<file path="config.mk">
export PLATFORM = sky130hd
export DESIGN_NAME = trunc_pipe
export DESIGN_NICKNAME = d
export VERILOG_FILES = /design/src/rtl/trunc_pkg.sv /design/src/rtl/trunc_mask_gen.sv /design/src/rtl/trunc_pipe.sv
export SDC_FILE = /design/constraint.sdc
export NUM_CORES = 1
export LEC_CHECK = 0
export BUFFER_PORTS_ARGS = -buffer_cell sky130_fd_sc_hd__buf_2
export CAP_MARGIN = 20
export CORE_UTILIZATION = 45
export DETAILED_ROUTE_END_ITERATION = 8
export PLACE_DENSITY = 0.61
export SETUP_SLACK_MARGIN = 0.5
export SYNTH_ARGS = -nofsm -noshare
export SYNTH_HDL_FRONTEND = slang
export SYNTH_HIERARCHICAL = 1
export SYNTH_SLANG_ARGS = --single-unit
export TNS_END_PERCENT = 50
</file>
<file path="constraint.sdc">
create_clock -name clk -period 3.1 [get_ports clk]
set_input_delay 0.62 -clock clk [delete_from_list [all_inputs] [get_ports clk]]
set_output_delay 0.62 -clock clk [all_outputs]
set_load 0.01 [all_outputs]
</file>
<file path="src/rtl/trunc_pkg.sv">
// Shared definitions for the bit-field truncation pipeline.
package trunc_pkg;

  typedef logic [1:0] trunc_mode_t;

  // Operating modes carried on in_mode
  localparam trunc_mode_t TRUNC_LOW_ZX  = 2'b00;  // keep low L bits, zero above
  localparam trunc_mode_t TRUNC_HIGH_RA = 2'b01;  // top L bits moved down, zero-filled
  localparam trunc_mode_t TRUNC_LOW_SX  = 2'b10;  // keep low L bits, sign-extend bit L-1
  localparam trunc_mode_t TRUNC_HIGH_LA = 2'b11;  // keep top L bits in place

  // Clamp a requested length to the data width.
  function automatic int unsigned f_clamp_len(input int unsigned len,
                                              input int unsigned width);
    return (len > width) ? width : len;
  endfunction

endpackage

</file>
<file path="src/rtl/trunc_mask_gen.sv">
// Combinational low-bit mask: bit i is set when i < len_i.
// A per-bit compare avoids any shift, so len_i == WIDTH needs no special case.
module trunc_mask_gen #(
  parameter int WIDTH = 32,
  parameter int LEN_W = $clog2(WIDTH) + 1
) (
  input  logic [LEN_W-1:0] len_i,
  output logic [WIDTH-1:0] mask_o
);

  // Thermometer decode of the (already clamped) length
  always_comb begin
    mask_o = '0;
    for (int i = 0; i < WIDTH; i++) begin
      mask_o[i] = (LEN_W'(i) < len_i);
    end
  end

endmodule

</file>
<file path="src/rtl/trunc_pipe.sv">
// Two-stage pipelined bit-field truncation unit.
// Stage 1 captures the operand, clamped length, mode, saturation flag and
// the low-bit mask; stage 2 forms and holds the result. Both stages use a
// skid-free valid/ready scheme: a stage loads when it is empty or when its
// content moves on in the same cycle.
module trunc_pipe
  import trunc_pkg::*;
#(
  parameter int WIDTH = 32,
  parameter int LEN_W = $clog2(WIDTH) + 1
) (
  input  logic             clk,
  input  logic             rst_n,
  input  logic             in_valid,
  output logic             in_ready,
  input  logic [WIDTH-1:0] in_data,
  input  logic [LEN_W-1:0] in_len,
  input  logic [1:0]       in_mode,
  output logic             out_valid,
  input  logic             out_ready,
  output logic [WIDTH-1:0] out_data,
  output logic             out_sat
);

  localparam logic [LEN_W-1:0] WIDTH_LEN = LEN_W'(WIDTH);

  // ---------------------------------------------------------------------
  // Stage 1 state
  // ---------------------------------------------------------------------
  logic             s1_valid_q;
  logic [WIDTH-1:0] s1_data_q;
  logic [LEN_W-1:0] s1_len_q;
  trunc_mode_t      s1_mode_q;
  logic             s1_sat_q;
  logic [WIDTH-1:0] s1_mask_q;

  // Stage 2 (output) state
  logic             s2_valid_q;
  logic [WIDTH-1:0] s2_data_q;
  logic             s2_sat_q;

  // Handshake
  logic s2_load;
  logic s1_load;

  // Stage 1 inputs
  logic [LEN_W-1:0] len_d;
  logic             sat_d;
  logic [WIDTH-1:0] mask_d;

  // Stage 2 inputs
  logic [WIDTH-1:0] mask_rev;
  logic [WIDTH-1:0] top_bit;
  logic [LEN_W-1:0] shamt;
  logic             sign;
  logic [WIDTH-1:0] res_d;

  // Output stage loads when empty or draining; stage 1 advances with it.
  // in_ready never looks at in_valid, so an idle upstream cannot loop back.
  assign s2_load  = !s2_valid_q || out_ready;
  assign in_ready = !s1_valid_q || s2_load;
  assign s1_load  = in_valid && in_ready;

  // Length clamp and saturation flag
  always_comb begin
    len_d = LEN_W'(f_clamp_len(32'(in_len), WIDTH));
    sat_d = (in_len > WIDTH_LEN);
  end

  trunc_mask_gen #(
    .WIDTH (WIDTH),
    .LEN_W (LEN_W)
  ) u_mask (
    .len_i  (len_d),
    .mask_o (mask_d)
  );

  // Stage 1 register: valid follows the input whenever the stage can take
  // a beat; payload only loads on a real transfer so X on idle inputs stays out.
  always_ff @(posedge clk or negedge rst_n) begin
    if (!rst_n) begin
      s1_valid_q <= 1'b0;
      s1_data_q  <= '0;
      s1_len_q   <= '0;
      s1_mode_q  <= TRUNC_LOW_ZX;
      s1_sat_q   <= 1'b0;
      s1_mask_q  <= '0;
    end else if (in_ready) begin
      s1_valid_q <= in_valid;
      if (s1_load) begin
        s1_data_q <= in_data;
        s1_len_q  <= len_d;
        s1_mode_q <= in_mode;
        s1_sat_q  <= sat_d;
        s1_mask_q <= mask_d;
      end
    end
  end

  // Result formation from the stage 1 registers.
  // The high-aligned mask (top L bits) is the bit reverse of mask(L), which
  // equals ~mask(WIDTH-L) without a second generator.
  // Bit L-1 is isolated as the highest set bit of the mask (mask & ~(mask>>1)),
  // so no variable bit-select is needed and L=0 naturally yields sign=0.
  always_comb begin
    mask_rev = '0;
    for (int i = 0; i < WIDTH; i++) begin
      mask_rev[i] = s1_mask_q[WIDTH-1-i];
    end
    top_bit = s1_mask_q & ~(s1_mask_q >> 1);
    sign    = |(s1_data_q & top_bit);
    shamt   = WIDTH_LEN - s1_len_q;
    res_d   = '0;
    case (s1_mode_q)
      TRUNC_LOW_ZX: res_d = s1_data_q & s1_mask_q;
      TRUNC_HIGH_RA: begin
        // L=0 would need a shift by WIDTH; handled explicitly instead
        if (s1_len_q == '0) res_d = '0;
        else                res_d = s1_data_q >> shamt;
      end
      TRUNC_LOW_SX: res_d = (s1_data_q & s1_mask_q) | ({WIDTH{sign}} & ~s1_mask_q);
      TRUNC_HIGH_LA: res_d = s1_data_q & mask_rev;
      default: res_d = '0;
    endcase
  end

  // Stage 2 register: holds steady while stalled, payload only changes
  // when a valid beat moves in.
  always_ff @(posedge clk or negedge rst_n) begin
    if (!rst_n) begin
      s2_valid_q <= 1'b0;
      s2_data_q  <= '0;
      s2_sat_q   <= 1'b0;
    end else if (s2_load) begin
      s2_valid_q <= s1_valid_q;
      if (s1_valid_q) begin
        s2_data_q <= res_d;
        s2_sat_q  <= s1_sat_q;
      end
    end
  end

  assign out_valid = s2_valid_q;
  assign out_data  = s2_data_q;
  assign out_sat   = s2_sat_q;

endmodule

</file>
* Yosys cells after proc, flatten, opt, wreduce, memory -nomap -nowiden
Cells that the tools add are included.
** Word-level totals
- Register bits after elaboration :: 108
- Word-level logic and storage cells :: 69
- Output and inout bits :: 35
- Input bits :: 44
** Cells by class
- Add/subtract/negate cells :: 1
- Magnitude comparators :: 34
- Shifts and indexed selects :: 1
- Reduce and logical (&&, ||, !) cells :: 10
- Multiplexer cells :: 3
- Eq/ne operators :: 3
- Bitwise operators :: 8
** Operators by type and width (count)
- $and 32x32->32 :: 5
- $pmux 32 s4 :: 1
- $lt 5x6->1 const A :: 16
- $lt 4x6->1 const A :: 8
- $mux 32 :: 1
- $not 31->32 :: 1
- $not 32->32 :: 1
- $or 32x32->32 :: 1
- $reduce_or 32->1 :: 1
- $shr 32x6->32 :: 1
- $lt 3x6->1 const A :: 4
- $gt 6x6->1 const B :: 2
- $lt 1x6->1 const A :: 2
- $lt 2x6->1 const A :: 2
- $logic_not 6->1 :: 1
- $mux 6 :: 1
- $sub 6x6->6 const A :: 1
- $eq 2x2->1 const B :: 2
- $reduce_and 2->1 :: 2
- $eq 2x1->1 const B :: 1
- $logic_not 1->1 :: 2
- $logic_not 2->1 :: 1
- $logic_or 1x1->1 :: 2
- $logic_and 1x1->1 :: 1

* Logic depth before layout (Yosys ltp)
- Depth in word-level cells :: 7
- Mapped depth :: 12
- Gate-level depth less buffers :: 8

* Hierarchy
Netlist, hierarchy kept.
** Modules (own cells, without submodules)
- trunc_pipe :: area an instance 7354.6 sq um, seq. area each 2702.6 sq um, instances 1, cells each 734
- trunc_mask_gen :: area an instance 379.1 sq um, seq. area each 0.0 sq um, instances 1, cells each 64

* Worst setup path before layout
No wires, ideal clock.
- Path kind :: reg-to-reg
- From :: reg s1_len_q[0]
- To :: reg s2_data_q[19] (netlist: out_data[19])
- Data required time :: 2962 ps
- Path slack :: 534 ps
- Buffers on the path :: 4
- Library setup time :: 138 ps
- Period minus slack after synthesis :: 2566 ps
- Cell stages (with the launch flop) :: 12
- Data arrival time :: 2428 ps
- Cell sequence :: dfrtp_1 -> buf_6 -> buf_4 -> inv_1 -> ha_1 -> buf_2 -> clkbuf_1 -> mux4_2 -> mux2i_1 -> nand2_1 -> a31oi_1 -> o221ai_1
** Between the ends
- Longest elaborated chain between the ends :: 4
- Elaborated cells between the ends (all ways) :: 5
- Classes of those cells :: add/sub (1); shift (1); mux (2); reduce/logical (1)
** Ends and longest elaborated chain
- start, declared :: RTL line trunc_pipe.sv:32 : logic [LEN_W-1:0] s1_len_q;
- start signal, assigned :: RTL line trunc_pipe.sv:92 : s1_len_q <= len_d;
- $sub 6x6->6 :: RTL line trunc_pipe.sv:112 : shamt = WIDTH_LEN - s1_len_q;
- $shr 32x6->32 :: RTL line trunc_pipe.sv:119 : else res_d = s1_data_q >> shamt;
- $mux 32 * :: RTL line trunc_pipe.sv:118 : if (s1_len_q == '0) res_d = '0;
- $pmux 32 s4 * :: RTL line trunc_pipe.sv:114 : case (s1_mode_q)
- end signal, assigned :: RTL line trunc_pipe.sv:137 : s2_data_q <= res_d;
- end, declared :: RTL line trunc_pipe.sv:39 : logic [WIDTH-1:0] s2_data_q;
Mark *: on every way between the ends. The rest lies on a longest branch, timed or not.
A chain may end at the register's enable or synchronous reset.

* Worst setup path after layout
- From :: reg s1_len_q[1]
- To :: reg s2_data_q[6] (netlist: out_data[6])
Same word-level chain as after synthesis.

==> flow_metrics.py <==
metrics = {
    "logic_synthesis": {
        "synth_cell_types": 69,
        "syn-num-nets": 843,
        "ys.warnings.count": 6,
        "synth-async-reset-ratio": 1.00,
        "synth_enable_flop_cells": 0,
        "ys.flop_type": "dfrtp_1",
        "syn_area_um2": 7730,
        "netlist_instances": 798,
        "synth_area_per_cell_um2": 9.69,
        "synth-seq-area-share": 0.349,
        "synth-seq-cells": 108,
    },
    "timing": {
        "finalHoldViolCount": 0,
        "timing.final.crit_share": 0.822,
        "setup_viol": 0,
        "fin_crit_ps": 2550,
        "drv_slew": 0,
        "rsz0062_at_grt": "yes",
        "worst_pin_slew_ps": 859,
        "fmax_ghz": 0.393,
        "holdWs_ps": 225,
        "slew_headroom": 0.426,
        "tns_ps": 0,
        "clock_skew_ps": 13.3,
    },
    "clocking": {
        "cts_hold_buffers": 0,
        "numCtsBuffers": 9,
        "cts.repair_timing.setup_buffer_count": 0,
        "clock_path_buffers": 2,
        "ctsResizeCount": 1,
        "clk_pin_slew_ps": 90,
        "cts_tree": "yes",
        "cts.sinks": 108,
        "root_buffer": "clkbuf_16",
        "htreeDepth": 3,
        "clk_latency_ps": 370,
    },
    "cells_and_area": {
        "antenna_cells": 0,
        "fin_nets": 920,
        "fillers": 1569,
        "final_cell_mix": "134 x nand2_1, 107 x dfrtp_1, 77 x buf_2",
        "utilization": 0.525,
        "drive_gt1_frac": 0.331,
        "syn_to_final_growth_pct": 13.3,
        "final_common_cell": "nand2_1",
    },
    "setup_path": {
        "regToRegStartpoint": "s1_len_q[1]$_DFFE_PN0P_",
        "rr_worst_depth": 6,
        "r2r_end": "out_data[6]$_DFFE_PN0P_",
        "worstSetupPathType": "register to register",
        "end_kind": "register",
        "crit_fanout": 24,
        "arrival_ps": 2790,
        "cp.required_ps": 3340,
        "rrSetupSlack_ps": 550,
        "startpoint_type": "register",
    },
    "routing": {
        "drcViolationCount": 0,
        "post_drt_wl_per_cell_um": 26.9,
        "dr.pass1.iters": 5,
        "avgViaCountPerCell": 6.60,
        "ant_nets": 0,
        "drt-total-wl_um": 29600,
        "drtIter0Drc": 976,
        "route.vias.total": 7260,
    },
    "min_path": {
        "min_path_type": "input port to async pin",
    },
    "floorplan": {
        "fp.coreArea_um2": 16700,
        "die_area_um2": 17700,
        "die_w_um": 133,
        "rows": 47,
        "io_pins": 79,
        "start_util": 0.463,
        "die_h_um": 133,
    },
    "power_and_ir_drop": {
        "leakage_nw": 3.60,
        "finalPower_mw": 5.76,
        "irDropWorstVdd_v": 0.000360,
        "power_density_nw_per_um2": 657,
    },
    "placement": {
        "port_buffers": 78,
        "dp_hpwl_um": 22100,
        "gp_congestion": 1.01,
    },
    "global_route": {
        "antenna_found_initial": 0,
        "grt_pass1_wl_um": 44400,
        "overflow": 0,
        "first_global_vias": 6888,
        "grt_usage": 0.342,
        "grt_max_degree": 50,
    },
    "outcome": {
        "status": "complete, no violations",
    },
    "job": {
        "maxCapViolCount": 0,
    },
}
==> cell usage after synthesis (all sizes together), types with 18 or more instances <==
master | instances | share of area
o211ai | 22 | 0.030
mux2 | 72 | 0.10
a21oi | 76 | 0.050
dfrtp | 108 | 0.35
nand2b | 23 | 0.019
mux4 | 27 | 0.079
mux2i | 25 | 0.032
a31oi | 40 | 0.032
nand3b | 18 | 0.017
o21ai | 35 | 0.023
nand2 | 137 | 0.068
clkbuf | 30 | 0.018
buf | 27 | 0.025
inv | 20 | 0.0097
==> worst max-delay path by stage <==
| stage | slack (ps) | endpoint | cells past startpoint | from |
|---|---|---|---|---|
| 4_1_cts | 510 | out_data[29]$_DFFE_PN0P_ | 7 | s1_len_q[0]$_DFFE_PN0P_ |
| 6_report | 550 | out_data[6]$_DFFE_PN0P_ | 6 | s1_len_q[1]$_DFFE_PN0P_ |
| 5_1_grt | 450 | out_data[17]$_DFFE_PN0P_ | 9 | s1_len_q[1]$_DFFE_PN0P_ |
| 3_3_place_gp | 530 | out_data[17]$_DFFE_PN0P_ | 9 | s1_len_q[0]$_DFFE_PN0P_ |
| 3_5_place_dp | 460 | out_data[17]$_DFFE_PN0P_ | 9 | s1_len_q[1]$_DFFE_PN0P_ |
| 2_1_floorplan | 530 | out_data[19]$_DFFE_PN0P_ | 11 | s1_len_q[0]$_DFFE_PN0P_ |
==> sequential cells by signal (all words and copies together) (netlist names) <==
register	count
s1_valid_q	1
out_valid	1
s1_mode_q	2
out_data	32
s1_data_q	32
s1_len_q	6
s1_sat_q	1
out_sat	1
s1_mask_q	32
==> final cells by class <==
cell class | count | area, µm² | share of cell area
clock buffers | 10 | 229 | 0.0261
clock inverters | 6 | 63.8 | 0.00728
inverters | 20 | 75.1 | 0.00857
multi-input cells | 612 | 4650 | 0.531
flip-flops and latches | 108 | 2700 | 0.309
well taps | 220 | 275 | 0.0314
repair buffers | 124 | 767 | 0.0875
==> layer usage <==
metal | wire, µm | global-route usage | vias to the layer above
li1 | - | - | 3149
met1 | 12200 | 0.469 | 3584
met2 | 13000 | 0.507 | 442
met3 | 2750 | 0.0712 | 85
met4 | 1650 | 0.183 | 0
met5 | 0 | 0 | -
==> logic make-up after synthesis <==
kind of cell | Yosys count | synth area share
AO/OA/AOI/OAI | 240 | 0.212
flip-flops | 108 | 0.349
AND/OR/NAND/NOR | 246 | 0.165
multiplexers | 124 | 0.216
XOR/XNOR | 1 | 0.00210
adder cells (fa/ha/maj) | 1 | 0.00162
buffers and inverters | 78 | 0.0540
==> stage by stage <==
stage / setup slack [ps] / instance area, µm² / std cells
final: 552 / 8760 / 1100
after global routing: 449 / 8760 / 1100
after CTS: 514 / 8720 / 1098
after detailed placement: 456 / 8430 / 1082
after global placement: 525 / 8430 / 1082
after floorplan: 534 / 7730 / 798
==> report_power, final <==
group          internal, mW  switching (mW)  leakage, nW
Clock                 0.573           0.639        0.140
Combinational          1.01            1.43         2.19
Sequential             1.67           0.443         1.26
Total                  3.25            2.51         3.60
==> critical path, cell delays in order (launching register included) <==
cell and delay, ps:
dfrtp_1 450, or4_4 590, nand2_4 340, mux2i_1 310
a21oi_1 230, a221oi_1 380, a21oi_1 130
Note: power is estimated with default switching activity, not from simulation.
